**config.mk**
```make
export PLATFORM = sky130hd
export DESIGN_NAME = store_buffer
export DESIGN_NICKNAME = d
export VERILOG_FILES = /design/src/rtl/mem_pkg.sv /design/src/rtl/store_buf_fifo.sv /design/src/rtl/store_buffer.sv
export SDC_FILE = /design/constraint.sdc
export NUM_CORES = 1
export LEC_CHECK = 0
export BUFFER_PORTS_ARGS = -buffer_cell sky130_fd_sc_hd__buf_2
export CORE_AREA = 2 2 311 190
export DETAILED_ROUTE_END_ITERATION = 8
export DIE_AREA = 0 0 313 192
export HOLD_SLACK_MARGIN = 0.1
export PLACE_DENSITY_LB_ADDON = 0.08
export SLEW_MARGIN = 20
export SYNTH_ARGS = -nofsm -noshare
export SYNTH_HDL_FRONTEND = slang
export SYNTH_HIERARCHICAL = 1
export SYNTH_SLANG_ARGS = --single-unit
export TNS_END_PERCENT = 30
```
**constraint.sdc**
```tcl
create_clock -name clk -period 6.1 [get_ports clk]
set_input_delay 0.61 -clock clk [delete_from_list [all_inputs] [get_ports clk]]
set_output_delay 0.61 -clock clk [all_outputs]
set_load 0.02 [all_outputs]
```
**src/rtl/mem_pkg.sv**
```systemverilog
// mem_pkg: types and default widths shared by the data cache, MMU and the
// store buffer.
//   store_buf_state_e : store buffer FSM states (IDLE, WRITE, READ, FWD)
//   mem_entry_t       : one posted store, {addr, data}, at the default widths
//   ADDR_W_DEF/DATA_W_DEF : default address/data widths
package mem_pkg;

   localparam int ADDR_W_DEF = 32;
   localparam int DATA_W_DEF = 32;

   typedef enum logic [1:0] {
      IDLE  = 2'd0,
      WRITE = 2'd1,
      READ  = 2'd2,
      FWD   = 2'd3
   } store_buf_state_e;

   typedef struct packed {
      logic [ADDR_W_DEF-1:0] addr;
      logic [DATA_W_DEF-1:0] data;
   } mem_entry_t;

endpackage

```
**src/rtl/store_buf_fifo.sv**
```systemverilog
// store_buf_fifo: storage for posted stores ({addr, data} per entry).
// Optional macro: STORE_BUF_FWD_EN adds a per-entry read port (head pointer,
// occupancy and the raw entry arrays) for the forwarding search.
// Ports:
//   clk, rst              clock, asynchronous active-high reset
//   push, push_addr/data  enqueue request (ignored while full)
//   pop                   dequeue request (ignored while empty)
//   head_addr/head_data   oldest entry
//   full                  registered, count == DEPTH
//   empty                 count == 0
//   head, count, entry_*  forwarding read port (STORE_BUF_FWD_EN only)
module store_buf_fifo import mem_pkg::*; #(
   parameter int DEPTH  = 4,
   parameter int ADDR_W = ADDR_W_DEF,
   parameter int DATA_W = DATA_W_DEF,
   localparam int PTR_W = $clog2(DEPTH),
   localparam int CNT_W = PTR_W + 1
) (
   input  logic              clk,
   input  logic              rst,
   input  logic              push,
   input  logic [ADDR_W-1:0] push_addr,
   input  logic [DATA_W-1:0] push_data,
   input  logic              pop,
   output logic [ADDR_W-1:0] head_addr,
   output logic [DATA_W-1:0] head_data,
   output logic              full,
   output logic              empty
`ifdef STORE_BUF_FWD_EN
   ,
   output logic [PTR_W-1:0]  head,
   output logic [CNT_W-1:0]  count,
   output logic [ADDR_W-1:0] entry_addr [DEPTH],
   output logic [DATA_W-1:0] entry_data [DEPTH]
`endif
);

   logic [ADDR_W-1:0] addr_mem [DEPTH];
   logic [DATA_W-1:0] data_mem [DEPTH];
   logic [PTR_W-1:0]  head_q, tail_q;
   logic [CNT_W-1:0]  count_q, count_n;
   logic              full_q;
   logic              do_push, do_pop;

   assign do_push = push && !full_q;
   assign do_pop  = pop && (count_q != '0);

   always_comb begin
      count_n = count_q;
      if (do_push && !do_pop)
         count_n = count_q + 1'b1;
      else if (!do_push && do_pop)
         count_n = count_q - 1'b1;
   end

   // full is registered from the next count, so a pop while full only
   // lowers it after the popping edge.
   always_ff @(posedge clk or posedge rst) begin
      if (rst) begin
         head_q  <= '0;
         tail_q  <= '0;
         count_q <= '0;
         full_q  <= 1'b0;
      end else begin
         if (do_push) tail_q <= tail_q + 1'b1;
         if (do_pop)  head_q <= head_q + 1'b1;
         count_q <= count_n;
         full_q  <= (count_n == CNT_W'(DEPTH));
      end
   end

   // Entry contents need no reset: occupancy decides what is valid.
   always_ff @(posedge clk) begin
      if (do_push) begin
         addr_mem[tail_q] <= push_addr;
         data_mem[tail_q] <= push_data;
      end
   end

   assign head_addr = addr_mem[head_q];
   assign head_data = data_mem[head_q];
   assign full      = full_q;
   assign empty     = (count_q == '0);

`ifdef STORE_BUF_FWD_EN
   assign head       = head_q;
   assign count      = count_q;
   assign entry_addr = addr_mem;
   assign entry_data = data_mem;
`endif

endmodule

```
**src/rtl/store_buffer.sv**
```systemverilog
// store_buffer: posted-write buffer between the data cache and memory.
// Stores are queued and drained in order over mem_req/mem_ack; miss reads
// wait until every earlier store has reached memory.
// Optional macro: STORE_BUF_FWD_EN lets a miss read be answered from the
// youngest queued store to the same address, without a memory read.
// Handshake: mem_req rises with mem_we/mem_addr/mem_wdata and all of them
// stay constant until the cycle mem_ack is high; the transaction completes
// on that edge and mem_req drops. mem_ack while no request is up is ignored.
// Ports:
//   wr_valid/wr_ready/wr_addr/wr_data  store intake (push on valid && ready)
//   rd_valid/rd_addr                   miss read, held until rd_done
//   rd_done/rd_data                    one-cycle completion pulse + data
//   mem_*                              memory transaction port
//   empty                              no store pending
module store_buffer import mem_pkg::*; #(
   parameter int DEPTH  = 4,
   parameter int ADDR_W = ADDR_W_DEF,
   parameter int DATA_W = DATA_W_DEF
) (
   input  logic              clk,
   input  logic              rst,
   input  logic              wr_valid,
   output logic              wr_ready,
   input  logic [ADDR_W-1:0] wr_addr,
   input  logic [DATA_W-1:0] wr_data,
   input  logic              rd_valid,
   input  logic [ADDR_W-1:0] rd_addr,
   output logic              rd_done,
   output logic [DATA_W-1:0] rd_data,
   output logic              mem_req,
   output logic              mem_we,
   output logic [ADDR_W-1:0] mem_addr,
   output logic [DATA_W-1:0] mem_wdata,
   input  logic              mem_ack,
   input  logic [DATA_W-1:0] mem_rdata,
   output logic              empty
);

   store_buf_state_e  state_q, state_n;
   logic              req_n, we_n, rd_done_n, pop;
   logic [ADDR_W-1:0] addr_n, head_addr;
   logic [DATA_W-1:0] wdata_n, rd_data_n, head_data;
   logic              full, fifo_empty;

`ifdef STORE_BUF_FWD_EN
   localparam int PTR_W = $clog2(DEPTH);
   localparam int CNT_W = PTR_W + 1;
   logic [PTR_W-1:0]  fifo_head, idx;
   logic [CNT_W-1:0]  fifo_count;
   logic [ADDR_W-1:0] entry_addr [DEPTH];
   logic [DATA_W-1:0] entry_data [DEPTH];
   logic              fwd_hit;
   logic [DATA_W-1:0] fwd_data;
`endif

   store_buf_fifo #(.DEPTH(DEPTH), .ADDR_W(ADDR_W), .DATA_W(DATA_W)) u_fifo (
      .clk       (clk),
      .rst       (rst),
      .push      (wr_valid),
      .push_addr (wr_addr),
      .push_data (wr_data),
      .pop       (pop),
      .head_addr (head_addr),
      .head_data (head_data),
      .full      (full),
      .empty     (fifo_empty)
`ifdef STORE_BUF_FWD_EN
      ,
      .head       (fifo_head),
      .count      (fifo_count),
      .entry_addr (entry_addr),
      .entry_data (entry_data)
`endif
   );

   assign wr_ready = !full;
   assign empty    = fifo_empty;

`ifdef STORE_BUF_FWD_EN
   // Walk from the head towards the tail; a later match overrides an earlier
   // one, so the result is the youngest matching store.
   always_comb begin
      fwd_hit  = 1'b0;
      fwd_data = '0;
      idx      = '0;
      for (int k = 0; k < DEPTH; k++) begin
         idx = fifo_head + PTR_W'(k);
         if ((CNT_W'(k) < fifo_count) && (entry_addr[idx] == rd_addr)) begin
            fwd_hit  = 1'b1;
            fwd_data = entry_data[idx];
         end
      end
   end
`endif

   // A read is not (re)started while rd_done is high: the cache still holds
   // rd_valid during that cycle for the read that just completed.
   always_comb begin
      state_n   = state_q;
      req_n     = mem_req;
      we_n      = mem_we;
      addr_n    = mem_addr;
      wdata_n   = mem_wdata;
      rd_done_n = 1'b0;
      rd_data_n = rd_data;
      pop       = 1'b0;
      case (state_q)
         IDLE: begin
`ifdef STORE_BUF_FWD_EN
            if (rd_valid && !rd_done && fwd_hit)
               state_n = FWD;
            else
`endif
            if (!fifo_empty) begin
               state_n = WRITE;
               req_n   = 1'b1;
               we_n    = 1'b1;
               addr_n  = head_addr;
               wdata_n = head_data;
            end else if (rd_valid && !rd_done) begin
               state_n = READ;
               req_n   = 1'b1;
               we_n    = 1'b0;
               addr_n  = rd_addr;
            end
         end
         WRITE: begin
            if (mem_ack) begin
               pop     = 1'b1;
               req_n   = 1'b0;
               state_n = IDLE;
            end
         end
         READ: begin
            if (mem_ack) begin
               rd_data_n = mem_rdata;
               rd_done_n = 1'b1;
               req_n     = 1'b0;
               state_n   = IDLE;
            end
         end
         FWD: begin
`ifdef STORE_BUF_FWD_EN
            rd_data_n = fwd_data;
            rd_done_n = 1'b1;
`endif
            state_n = IDLE;
         end
         default: state_n = IDLE;
      endcase
   end

   always_ff @(posedge clk or posedge rst) begin
      if (rst) begin
         state_q   <= IDLE;
         mem_req   <= 1'b0;
         mem_we    <= 1'b0;
         mem_addr  <= '0;
         mem_wdata <= '0;
         rd_done   <= 1'b0;
         rd_data   <= '0;
      end else begin
         state_q   <= state_n;
         mem_req   <= req_n;
         mem_we    <= we_n;
         mem_addr  <= addr_n;
         mem_wdata <= wdata_n;
         rd_done   <= rd_done_n;
         rd_data   <= rd_data_n;
      end
   end

endmodule

```
==> flow_metrics.tcl <==
set metrics [dict create \
    path_buf_inv 3 \
    netlist.area_leader.share_pct 54.3 \
    setup_viol 0 \
    num_rows 68 \
    synthXorXnorAreaFrac_pct 0.363 \
    grt_pass1_wl_um 51800 \
    drt-wirelength-per-cell_um 20.7 \
    vias_per_cell 4.09 \
    routed_wl_um 35400 \
    syn_to_final_growth_pct 22.7 \
    cts-buffers-inserted 39 \
    cpPeakStageDelay_ps 590 \
    grt_max_degree 55 \
    grt.overflow.total 0 \
    synthMuxAreaShare_pct 21.1 \
    cp_max_fo 39 \
    htree_num_levels 2 \
    hold_viol_final 0 \
    clk_pin_slew_ps 70 \
    cts_hold_buf 1 \
    worstSkewPairLatency_ps 530 \
    status "completed" \
    max_clock_freq_mhz 346 \
    layout_min_cycle_time_ps 2890 \
    synth-compound-area-share_pct 0.867 \
    ys_warn_count 6 \
    hold_path.class "in -> reg" \
    worstSetupPathType "reg -> out" \
    p_comb_share_pct 35.1 \
    die-area_sq_mm 0.0601 \
    ys_top_cells_by_area "edfxtp_1, dfrtp_1, mux4_2" \
    core-area_sq_mm 0.0571 \
    worstPathCellList "inv_1 > ha_1 > ha_2 > buf_4 > buf_2" \
    drtAntennaViolNets 0 \
    slew_headroom_pct 34.0 \
    drtPass1Iterations 4 \
    reg2reg_depth 8 \
    synthSimpleGateAreaFrac_pct 0.884 \
    syn_avg_cell_area_sq_um 21.5 \
    finalMaxSlewViolations 0 \
    via_count 6999 \
    seq_power_share_pct 40.1 \
    ys_types 39 \
    start_util_pct 24.8 \
    end_kind "output port" \
    antenna_found_initial 5 \
    skew_ps 14.4 \
    switching_share_pct 32.3 \
    grt_pass1_vias 7618 \
    most-common-layout-cells "edfxtp_1, buf_2, dfrtp_1" \
    crit_path_start_kind "flop" \
    cp_num_cells 5 \
    cts-resized-gates 0 \
    synth_fa_ha_area_share_pct 1.04 \
    placed_area_sq_mm 0.0162 \
    dp_hpwl_um 21700 \
    track_usage_pct 11.7 \
    synth_top_family_by_area "multiplexers" \
    synth_largest_area_cell "edfxtp_1" \
    crit_arrival_ps 2280 \
    fin_area_sq_mm 0.0174 \
    synth_seq_cells 365 \
    nNetsFinal 1058 \
    rsz0062_at_grt "false" \
    io_buffer_count 233 \
    p_leak_uw 0.00650 \
    period_share_pct 47.4 \
    post_cts_buffers 0 \
    gp_congestion 0.644 \
    netlist_area_sq_mm 0.0141 \
    netlist_instances 657 \
    drt_iter0_drc 306 \
    clock_path_buffers 3 \
    die_h_um 192 \
    power_switching_uw 2970 \
    final_common_cell "edfxtp_1" \
    worst_slew_pin_slew_ps 988 \
    slowest_stage "buf_4" \
    cts_tree "yes" \
    layout-drive-gt1-share_pct 53.5 \
    maxCapViolCount 0 \
    root_buffer "clkbuf_16" \
    clock-sinks 365 \
    ys_seq_area_share_pct 73.6 \
    drc_errors 0 \
    power_density_mw_per_mm2 530 \
    top_level_ports 234 \
    power.internal_uw 6220 \
    die_w_um 313 \
    max-vdd-ir-drop_mv 0.178 \
    syn-num-nets 801 \
    crit_required_ps 5490 \
    cp_top_family "buffers and inverters" \
    fin_setup_tns_ps 0 \
    hold_depth 1 \
    power_frac_clock_pct 24.8 \
    fillCellCount 5622 \
]
## layout make-up
| type | count | area [sq um] | share of cell area (%) |
|---|---|---|---|
| clock inverter | 18 | 165 | 0.951 |
| multi-input combinational | 247 | 3450 | 19.9 |
| inverter | 15 | 58.8 | 0.339 |
| clock buffer | 49 | 1020 | 5.90 |
| antenna | 2 | 5.00 | 0.0288 |
| tap | 770 | 963 | 5.55 |
| timing repair buffer | 246 | 1270 | 7.29 |
| sequential | 365 | 10400 | 60.0 |
## final timing paths
kind | to | start | slack, ps
setup / recovery | empty | u_fifo/count_q[0] | 3210
hold / removal | u_fifo/addr_mem[2][31] | wr_addr[31] | 290
setup reg to reg | u_fifo/full | u_fifo/count_q[0] | 3480
hold reg to reg | mem_req | mem_req | 480
max in group asynchronous | mem_addr[16] | rst | 3970
min in group asynchronous | u_fifo/full | rst | 650
## metrics by stage
step	utilization, %	setup slack (ps)	hold slack [ps]	instances	power, uW
2_1_floorplan	-	2840	426	657	6070
3_3_place_gp	28.3	3100	470	1642	7080
3_5_place_dp	28.3	3110	468	1642	7070
4_1_cts	30.4	3110	255	1710	9420
5_1_grt	30.4	3040	271	1710	9770
6_report	30.4	3210	290	1712	9190
## power by group through the flow
stage	Sequential [uW]	Combinational, uW	Clock, uW
after global placement	3740	3330	0
final	3690	3230	2280
after global routing	3760	3520	2490
after floorplan	4080	1990	0
after CTS	3700	3340	2380
after detailed placement	3740	3330	0
## cells in the mapped netlist, drive strengths merged
master  number
a211oi       1
o21ai        3
a311oi       1
nand2b       4
clkbuf       2
xor2         2
and2         5
nand2        5
mux2i        1
mux4        64
edfxtp     256
nor4         1
o22ai        3
buf         28
a31oi        1
o311ai       1
nand3        1
dfrtp      109
mux2       128
nor2         2
inv         15
xnor2        3
a21oi        4
ha          11
maj3         1
a22oi        1
a21o         1
nor2b        3
## routing by layer
metal	GRT usage [%]	up-vias	share of wire (%)
met1	17.2	3686	50
met5	0	-	0.057
met3	3.27	49	5.4
li1	-	3120	-
met4	2.74	4	1.7
met2	16.9	140	43
## state kept, by name, summed over array words and instances (netlist names)
register         cells
u_fifo/count_q       3
mem_wdata           32
rd_data             32
mem_we               1
rd_done              1
u_fifo/full          1
u_fifo/head_q        2
u_fifo/addr_mem    128
u_fifo/tail_q        2
state_q              2
u_fifo/data_mem    128
mem_req              1
mem_addr            32
## kinds of logic after synthesis
logic type	Yosys count
fa+ha+maj	12
flops	365
mux	193
compound gates	16
buf+inv	45
simple gates	21
xor+xnor	5
No activity file was read; power rests on OpenSTA's default activity.
